**src/rtl/imem_miss_queue.sv**
```systemverilog
// Instruction-side miss queue: tracks outstanding line fills by slot/ID, merges
// duplicate misses, optionally prefetches the next line, and forwards fills to the cache.
module imem_miss_queue #(
    parameter int N_MSHR     = 4,
    parameter int PA_WIDTH   = 32,
    parameter int LINE_BYTES = 16,
    parameter int ID_WIDTH   = 4,
    parameter int PREFETCH   = 1,
    localparam int LINE_WIDTH = LINE_BYTES * 8,
    localparam int CNT_W      = $clog2(N_MSHR + 1)
) (
    input  logic                  clk,
    input  logic                  rst,
    input  logic                  i_miss_valid,
    input  logic [PA_WIDTH-1:0]   i_miss_addr,
    output logic                  o_miss_ready,
    output logic                  o_mem_enable,
    output logic [PA_WIDTH-1:0]   o_mem_addr,
    output logic [ID_WIDTH-1:0]   o_mem_id,
    input  logic                  i_mem_in_use,
    input  logic                  i_mem_enable,
    input  logic [LINE_WIDTH-1:0] i_mem_data,
    input  logic [ID_WIDTH-1:0]   i_mem_id_response,
    output logic                  o_fill_valid,
    output logic [PA_WIDTH-1:0]   o_fill_addr,
    output logic [LINE_WIDTH-1:0] o_fill_data,
    output logic                  o_fill_prefetch,
    output logic                  o_err_spurious,
    output logic [CNT_W-1:0]      o_count
);

    // Slot states:
    //   state     | meaning
    //   S_FREE    | slot unused, available for allocation
    //   S_PENDING | line fill waiting to be accepted by memory
    //   S_ISSUED  | request accepted, waiting for the fill with this slot's ID

    localparam int OFF   = $clog2(LINE_BYTES);
    localparam int LA_W  = PA_WIDTH - OFF;
    localparam int IDX_W = $clog2(N_MSHR);

    typedef enum logic [1:0] {
        S_FREE    = 2'd0,
        S_PENDING = 2'd1,
        S_ISSUED  = 2'd2
    } slot_t;

    slot_t                 r_state [N_MSHR];
    logic [LA_W-1:0]       r_line  [N_MSHR];
    logic [N_MSHR-1:0]     r_pf;
    logic                  r_hold;
    logic [IDX_W-1:0]      r_hold_idx;
    logic                  r_fill_valid;
    logic [PA_WIDTH-1:0]   r_fill_addr;
    logic [LINE_WIDTH-1:0] r_fill_data;
    logic                  r_fill_pf;
    logic                  r_err;

    logic [LA_W-1:0]  w_line;
    logic [LA_W-1:0]  w_line_nx;
    logic             w_hit;
    logic [IDX_W-1:0] w_hit_idx;
    logic             w_nx_hit;
    logic             w_free0_ok;
    logic             w_free1_ok;
    logic [IDX_W-1:0] w_free0;
    logic [IDX_W-1:0] w_free1;
    logic             w_dem_ok;
    logic [IDX_W-1:0] w_dem_idx;
    logic             w_pf_ok;
    logic [IDX_W-1:0] w_pf_idx;
    logic             w_rsp_ok;
    logic [IDX_W-1:0] w_rsp_idx;
    logic [CNT_W-1:0] w_count;
    logic             w_hold_keep;
    logic [IDX_W-1:0] w_sel_idx;
    logic             w_mem_en;
    logic             w_issue;
    logic             w_ready;
    logic             w_accept;
    logic             w_merge;
    logic             w_alloc;
    logic             w_alloc_pf;
    logic             w_unused;

    assign w_line    = i_miss_addr[PA_WIDTH-1:OFF];
    assign w_line_nx = w_line + LA_W'(1);
    assign w_unused  = ^i_miss_addr[OFF-1:0];

    always_comb begin
        w_hit      = 1'b0;
        w_hit_idx  = '0;
        w_nx_hit   = 1'b0;
        w_free0_ok = 1'b0;
        w_free1_ok = 1'b0;
        w_free0    = '0;
        w_free1    = '0;
        w_dem_ok   = 1'b0;
        w_dem_idx  = '0;
        w_pf_ok    = 1'b0;
        w_pf_idx   = '0;
        w_rsp_ok   = 1'b0;
        w_rsp_idx  = '0;
        w_count    = '0;
        for (int i = 0; i < N_MSHR; i++) begin
            if (r_state[i] != S_FREE) begin
                w_count = w_count + CNT_W'(1);
                if (r_line[i] == w_line) begin
                    w_hit     = 1'b1;
                    w_hit_idx = IDX_W'(i);
                end
                if (r_line[i] == w_line_nx) w_nx_hit = 1'b1;
            end else if (!w_free0_ok) begin
                w_free0_ok = 1'b1;
                w_free0    = IDX_W'(i);
            end else if (!w_free1_ok) begin
                w_free1_ok = 1'b1;
                w_free1    = IDX_W'(i);
            end
            if (r_state[i] == S_PENDING && !r_pf[i] && !w_dem_ok) begin
                w_dem_ok  = 1'b1;
                w_dem_idx = IDX_W'(i);
            end
            if (r_state[i] == S_PENDING && r_pf[i] && !w_pf_ok) begin
                w_pf_ok  = 1'b1;
                w_pf_idx = IDX_W'(i);
            end
            // Out-of-range IDs never match a slot index and fall through as spurious.
            if (i_mem_enable && r_state[i] == S_ISSUED && i_mem_id_response == ID_WIDTH'(i)) begin
                w_rsp_ok  = 1'b1;
                w_rsp_idx = IDX_W'(i);
            end
        end
    end

    // A request held under backpressure stays put unless it is a prefetch and a demand is waiting.
    assign w_hold_keep = r_hold && (r_state[r_hold_idx] == S_PENDING)
                         && !(r_pf[r_hold_idx] && w_dem_ok);
    assign w_sel_idx   = w_hold_keep ? r_hold_idx : (w_dem_ok ? w_dem_idx : w_pf_idx);
    assign w_mem_en    = w_dem_ok || w_pf_ok;
    assign w_issue     = w_mem_en && !i_mem_in_use;

    assign w_ready    = rst && ((i_miss_valid && w_hit) || w_free0_ok);
    assign w_accept   = i_miss_valid && w_ready;
    assign w_merge    = w_accept && w_hit;
    assign w_alloc    = w_accept && !w_hit;
    assign w_alloc_pf = w_alloc && (PREFETCH != 0) && !w_nx_hit && w_free1_ok;

    always_ff @(posedge clk or negedge rst) begin
        if (!rst) begin
            for (int i = 0; i < N_MSHR; i++) begin
                r_state[i] <= S_FREE;
                r_line[i]  <= '0;
            end
            r_pf         <= '0;
            r_hold       <= 1'b0;
            r_hold_idx   <= '0;
            r_fill_valid <= 1'b0;
            r_fill_addr  <= '0;
            r_fill_data  <= '0;
            r_fill_pf    <= 1'b0;
            r_err        <= 1'b0;
        end else begin
            for (int i = 0; i < N_MSHR; i++) begin
                if (w_rsp_ok && w_rsp_idx == IDX_W'(i)) begin
                    r_state[i] <= S_FREE;
                end else if (w_issue && w_sel_idx == IDX_W'(i)) begin
                    r_state[i] <= S_ISSUED;
                end else if (w_alloc && w_free0 == IDX_W'(i)) begin
                    r_state[i] <= S_PENDING;
                    r_line[i]  <= w_line;
                    r_pf[i]    <= 1'b0;
                end else if (w_alloc_pf && w_free1 == IDX_W'(i)) begin
                    r_state[i] <= S_PENDING;
                    r_line[i]  <= w_line_nx;
                    r_pf[i]    <= 1'b1;
                end
                if (w_merge && w_hit_idx == IDX_W'(i)) r_pf[i] <= 1'b0;
            end
            r_hold       <= w_mem_en && i_mem_in_use;
            r_hold_idx   <= w_sel_idx;
            r_fill_valid <= w_rsp_ok;
            if (w_rsp_ok) begin
                r_fill_addr <= {r_line[w_rsp_idx], {OFF{1'b0}}};
                r_fill_data <= i_mem_data;
                r_fill_pf   <= r_pf[w_rsp_idx];
            end
            r_err <= i_mem_enable && !w_rsp_ok;
        end
    end

    assign o_miss_ready    = w_ready;
    assign o_mem_enable    = w_mem_en;
    assign o_mem_addr      = w_mem_en ? {r_line[w_sel_idx], {OFF{1'b0}}} : '0;
    assign o_mem_id        = w_mem_en ? ID_WIDTH'(w_sel_idx) : '0;
    assign o_fill_valid    = r_fill_valid;
    assign o_fill_addr     = r_fill_addr;
    assign o_fill_data     = r_fill_data;
    assign o_fill_prefetch = r_fill_pf;
    assign o_err_spurious  = r_err;
    assign o_count         = w_count;

endmodule

```
**config.mk**
```make
export PLATFORM = sky130hd
export DESIGN_NAME = imem_miss_queue
export DESIGN_NICKNAME = d
export VERILOG_FILES = /design/src/rtl/imem_miss_queue.sv
export SDC_FILE = /design/constraint.sdc
export NUM_CORES = 1
export LEC_CHECK = 0
export ABC_AREA = 1
export BUFFER_PORTS_ARGS = -buffer_cell sky130_fd_sc_hd__buf_2
export CAP_MARGIN = 25
export CELL_PAD_IN_SITES_DETAIL_PLACEMENT = 1
export CELL_PAD_IN_SITES_GLOBAL_PLACEMENT = 2
export CORE_UTILIZATION = 32
export CTS_CLUSTER_SIZE = 8
export DETAILED_ROUTE_END_ITERATION = 12
export PLACE_DENSITY = 0.87
export SYNTH_ARGS = -nofsm -noshare
export SYNTH_HDL_FRONTEND = slang
export SYNTH_SLANG_ARGS = --single-unit
```
**constraint.sdc**
```tcl
create_clock -name clk -period 3.05 [get_ports clk]
set_clock_uncertainty 0.15 [all_clocks]
set_input_delay 0.305 -clock clk [delete_from_list [all_inputs] [get_ports clk]]
set_output_delay 0.305 -clock clk [all_outputs]
set_load 0.01 [all_outputs]
```
==> results.toml, run 1 <==
[clocking]
clk_path_buf_depth = 3
cts_tree = "done"
clk_latency_ns = 0.60
clock-sinks = 286
h-tree-depth = 2
clk_pin_slew_ns = 0.06
cts_buffers = 42
cts_root_buf = "clkbuf_16"

[power]
p_leak_uw = 0.0144
total_power_uw = 34900
ir_worst_vdd_mv = 0.738
p_per_area_mw_per_mm2 = 1230

[setup_path]
cp_data_required_time_ns = 2.59
start_kind = "flip-flop"
crit_chain = "buf_6 > nand2_1 > o21ai_1 > nand2_1 > a211oi_2 > nand2_2 > buf_6 > o21a_4 > nand2_4 > buf_12 > buf_12 > o22ai_4 > a211oi_4 > buf_4 > buf_6"
max_stage_delay_ns = 0.46
crit_fanout = 7
worst_path_dominant_cell_family = "compound AO/OA/AOI/OAI gates"
critPathBufInv = 6
slowest_stage = "dfrtp_2"
crit_type = "flip-flop to output port"
crit_top_cell = "buf_6"
critical_path_arrival_ns = 3.24
endpoint_kind = "output port"

[sta]
rsz0062_at_grt = "true"
setup_violations = 156
slew_viol_final = 0
slew_headroom = 0.363
hold_viol = 0
period_share = 1.21
fmax_mhz = 271
finalWorstSetupSlack_ns = -0.642
hold_ws_ns = 0.00391
worstMarginPinSlew_ns = 0.956
finalCriticalPeriod_ns = 3.69

[floorplanning]
die-area_mm2 = 0.0597
ios = 373
initial_utilization = 0.325
die_width_um = 244
fp-row-count = 88
core_area_mm2 = 0.0578
die_y_um = 244

[placed_design]
place_inst = 3984
io_buffers = 358
postPlaceCellArea_mm2 = 0.0245
dp_hpwl_um = 83400
routabilityCongestion = 1.06

[detailed_routing]
ant_nets = 0
drc = 0
drt_first_iter_violations = 1778
viasPerCell = 5.51
wl_per_cell_um = 27.9
drt-pass1-iter-count = 5
drt_wl_total_um = 117000
num_vias = 23200

[global_routing]
antenna_found_initial = 4
grt_pass1_vias = 24300
grt_pass1_wl_um = 167000
grt_max_degree = 71
gr-total-overflow = 0
track_usage = 0.382
met2_usage = 0.649
top_usage_layer = "met2"
met1_usage = 0.455
use_met3 = 0.0687

[logic_synthesis]
async_flop_share = 1.00
yosys_warnings = 0
syn_avg_cell_area_um2 = 7.35
syn-cell-area_mm2 = 0.0188
yosysTopAreaCellShare = 0.381
synth_cell_types = 51
synth_edf_count = 0
synth_area_leader_cell = "dfrtp_1"
ys_ff_latch = 286
postSynthCellCount = 2558
synth_flop_cell = "dfrtp_1"
yosys-top-cells-area = "dfrtp_1 38%, nand2_1 15%, mux2_2 7.7%"
ys_seq_area_frac = 0.381

[final_layout]
syn_to_final_growth_pct = 50.6
instances_no_fill = 4210
fin_area_mm2 = 0.0283
post-route-util = 0.490
fin_nets = 3610
seq_area_mm2 = 0.00717
drive_above_1_share = 0.359
fillerInstances = 7102
multi_input_area_mm2 = 0.0108

[job]
timing.max_cap.violations = 0

[hold_path]
min_path_type = "primary input to async pin"

[status]
status = "finished with violations"
violations = "negative setup slack"
==> logic make-up after synthesis <==
| kind of cell | Yosys count | synth area share |
|---|---|---|
| AND/OR/NAND/NOR | 1301 | 0.297 |
| AO/OA/AOI/OAI | 398 | 0.119 |
| buffers and inverters | 365 | 0.0876 |
| flip-flops | 286 | 0.381 |
| multiplexers | 128 | 0.0767 |
| XOR/XNOR | 72 | 0.0336 |
| adder cells (fa/ha/maj) | 7 | 0.00466 |
| other | 1 | 0.000200 |
==> per-stage QoR <==
step                TNS (ns)  worst slack, ns
finish                -65.57           -0.642
detailed placement    -63.30           -0.576
floorplan                  0            0.310
CTS                   -12.82           -0.506
global placement      -53.74           -0.512
global route          -85.68           -0.703
==> cell type report <==
type	instances	area share
Inverter	218	0.0292
Clock inverter	4	0.00225
Tap cell	765	0.0338
Clock buffer	47	0.0385
Sequential cell	286	0.253
Antenna cell	4	0.000354
Multi-Input combinational cell	1916	0.380
Timing Repair Buffer	970	0.263
==> repair_timing <==
action                     4_1_cts  5_1_grt
resized for setup              158       70
pin swaps                       31       26
setup endpoints to repair      153      157
gates cloned                     3        0
hold endpoints to repair       217        0
hold buffers                   131        0
setup buffers                   27       21
==> registers in the layout, indices dropped and copies added, names as in the netlist, 2 cells and up <==
| signal | flops |
|---|---|
| o_fill_addr | 28 |
| r_state | 8 |
| r_hold_idx | 2 |
| r_line | 112 |
| r_pf | 4 |
| o_fill_data | 128 |
==> layer usage <==
metal	part of all wire	wire [um]
met1	0.39	45400
met2	0.48	56100
met3	0.075	8790
met4	0.061	7150
met5	0.00023	27
==> cell usage after synthesis (2+ instances only) <==
| cell | n |
|---|---|
| ha_1 | 7 |
| xnor2_1 | 37 |
| buf_2 | 52 |
| o22ai_1 | 52 |
| buf_1 | 7 |
| inv_1 | 197 |
| o21ai_0 | 211 |
| nor2_8 | 3 |
| nor4_1 | 3 |
| buf_6 | 12 |
| buf_4 | 32 |
| a31oi_1 | 29 |
| nand3b_1 | 8 |
| inv_2 | 17 |
| nor3_1 | 10 |
| a211oi_1 | 9 |
| nand3_1 | 204 |
| xor2_1 | 35 |
| nand4_1 | 31 |
| nand2_4 | 6 |
| o221ai_1 | 18 |
| nand3_2 | 2 |
| nand2_2 | 22 |
| dfrtp_1 | 286 |
| o21a_1 | 3 |
| nor2_1 | 220 |
| nor2_4 | 10 |
| o21ai_1 | 7 |
| clkbuf_1 | 44 |
| a21oi_1 | 53 |
| o21bai_1 | 2 |
| clkinv_1 | 4 |
| a22oi_1 | 2 |
| nand2_1 | 763 |
| nor2_2 | 9 |
| mux2_2 | 128 |
| o211ai_1 | 8 |
| nand3_4 | 2 |
==> layout by cell type (no fill, tap or decap), drive strengths merged, types with 2 or more instances in the layout <==
cell type,count
dfrtp,286
inv,216
o211ai,8
clkinv,6
dlygate4sd3,131
a22oi,2
nand2,791
and2,2
diode,4
or2,3
conb,10
o21bai,2
a211oi,10
nand4,31
a21oi,53
nor2,242
clkbuf,47
o21a,4
xnor2,37
a31oi,29
xor2,35
nor4,4
mux2,128
o21ai,218
ha,7
o22ai,52
nand3b,8
o221ai,18
nand3,208
nor3,11
buf,838
==> path summary, 6_finish.rpt <==
kind	startpoint	endpoint	slack [ns]	cells after the start
setup / recovery	r_hold_idx[0]	o_mem_addr[20]	-0.64	15
min in group clk	i_miss_valid	r_pf[1]	0.08	4
hold / removal	rst	r_line[103]	0.004	2
setup reg to reg	r_state[4]	r_line[0]	-0.51	18
hold reg to reg	o_fill_data[40]	o_fill_data[40]	0.35	1
max in group asynchronous	rst	r_hold_idx[0]	0.99	4
==> power breakdown <==
part | total, uW | internal (uW) | switching, uW
combinational | 23000 | 9530 | 13500
sequential | 7460 | 5620 | 1850
clock | 4460 | 2520 | 1940
total | 34900 | 17700 | 17300
Note: power is estimated with default switching activity, not from simulation.
==> run 2: changes to the inputs <==
--- a/config.mk
+++ b/config.mk
@@ -13,6 +13,7 @@
 export CORE_UTILIZATION = 32
 export CTS_CLUSTER_SIZE = 8
 export DETAILED_ROUTE_END_ITERATION = 12
+export HOLD_SLACK_MARGIN = 0.02
 export PLACE_DENSITY = 0.87
 export SYNTH_ARGS = -nofsm -noshare
 export SYNTH_HDL_FRONTEND = slang
==> results.toml, run 2 (synthesis results as in run 1) <==
[global_routing]
antenna_found_initial = 2
track_usage = 0.383
grt_max_degree = 71
gr-total-overflow = 0
grt_pass1_wl_um = 167000
grt_pass1_vias = 24300

[final_layout]
largest_reg_flops = 128
final_common_cell = "nand2_1"
layout_common_cells = "736 x nand2_1, 411 x buf_4, 349 x buf_2"
fin_nets = 3612
drive_above_1_share = 0.358
syn_to_final_growth_pct = 50.7

[setup_path]
endpoint_kind = "output port"
crit_fanout = 7
crit_chain = "buf_6 > nand2_1 > o21ai_1 > nand2_1 > a211oi_2 > nand2_2 > buf_6 > o21a_4 > nand2_4 > buf_12 > buf_12 > o22ai_4 > a211oi_4 > buf_4 > buf_6"
start_kind = "flip-flop"
crit_type = "flip-flop to output port"
max_stage_delay_ns = 0.46
crit_top_cell = "buf_6"
cp_data_required_time_ns = 2.59
slowest_stage = "dfrtp_2"
critical_path_arrival_ns = 3.26

[sta]
slew_headroom = 0.367
fmax_mhz = 269
hold_viol = 0
rsz0062_at_grt = "true"
period_share = 1.22
finalCriticalPeriod_ns = 3.71
slew_viol_final = 0
worstMarginPinSlew_ns = 0.949
finalWorstSetupSlack_ns = -0.664
hold_ws_ns = 0.0916
finalSetupTns_ns = -63.87
setup_violations = 156

[status]
violations = "negative setup slack"
status = "finished with violations"

[power]
ir_worst_vdd_mv = 0.745
p_per_area_mw_per_mm2 = 1230
total_power_uw = 35000
p_leak_uw = 0.0145

[placed_design]
routabilityCongestion = 1.06
io_buffers = 358
dp_hpwl_um = 83400

[floorplanning]
die_y_um = 244
die-area_mm2 = 0.0597
fp-row-count = 88
ios = 373
core_area_mm2 = 0.0578
die_width_um = 244
initial_utilization = 0.325

[detailed_routing]
drt_first_iter_violations = 1740
drc = 0
viasPerCell = 5.52
drt-pass1-iter-count = 8
wl_per_cell_um = 28.0
ant_nets = 0
num_vias = 23200
drt_wl_total_um = 118000

[clocking]
cts_buffers = 42
clock-sinks = 286
clk_path_buf_depth = 3
cts_tree = "done"
clk_latency_ns = 0.60
h-tree-depth = 2
cts_root_buf = "clkbuf_16"
clk_pin_slew_ns = 0.06

[job]
timing.max_cap.violations = 0

[hold_path]
min_path_type = "primary input to flip-flop"
==> run 2: cell count changes in the layout (fill, tap and decap cells not counted) <==
cell,before,now
dlygate4sd3_1,131,133
diode_2,4,1
==> run 2: power by group <==
part | total, uW | switching [uW] | internal, uW
clock network | 4450 | 1940 | 2520
logic | 23000 | 13500 | 9530
registers | 7460 | 1840 | 5620
total | 35000 | 17300 | 17700
==> run 2: cell type report <==
cell class,instances,area [um2]
clock buffers,47,1090
multi-input cells,1916,10800
well taps,765,957
clock inverters,4,63.8
diodes,1,2.50
flip-flops and latches,286,7170
fillers,7102,29500
inverters,218,826
repair buffers,972,7460
==> run 2: metal layers <==
| metal | share of wire | GRT usage | vias up |
|---|---|---|---|
| met3 | 0.073 | 0.0665 | 334 |
| met1 | 0.39 | 0.457 | 11600 |
| met2 | 0.48 | 0.651 | 1159 |
| met5 | 0.00011 | 0 | - |
| met4 | 0.059 | 0.210 | 2 |
| li1 | - | - | 10100 |
==> run 2: path summary, 6_finish.rpt <==
check / start / end / slack (ns) / depth (start not counted)
max: r_hold_idx[0] / o_mem_addr[20] / -0.66 / 15
min: i_miss_valid / r_pf[1] / 0.09 / 4
max reg2reg: r_state[4] / r_line[35] / -0.48 / 16
min reg2reg: o_fill_data[40] / o_fill_data[40] / 0.35 / 1
max in group asynchronous: rst / r_hold_idx[0] / 0.52 / 5
min in group asynchronous: rst / r_state[6] / 0.54 / 3
==> run 2: per-stage QoR <==
stage | setup slack (ns) | instance area, um2 | util | std cells
after floorplan | 0.310 | 18800 | - | 2567
after global placement | -0.512 | 24500 | 0.424 | 3984
after detailed placement | -0.576 | 24500 | 0.424 | 3984
after CTS | -0.506 | 27900 | 0.483 | 4194
after global routing | -0.701 | 28300 | 0.490 | 4209
final | -0.664 | 28300 | 0.490 | 4209
==> run 2: critical path, delay by kind of cell (launching register included) <==
kind                   cells  cell delay, ns
AOI/OAI and AO/OA          5            0.95
buffers and inverters      6            0.84
DFF                        1            0.46
and+or+nand+nor            4            0.38
==> run 2: repair_timing <==
action                                  4_1_cts  5_1_grt
hold buffers                                133        0
gates cloned                                  3        0
endpoints found under the hold margin       218        0
endpoints found under the setup margin      153      157
pin swaps                                    31       26
setup buffers                                27       21
gates resized for setup                     158       70
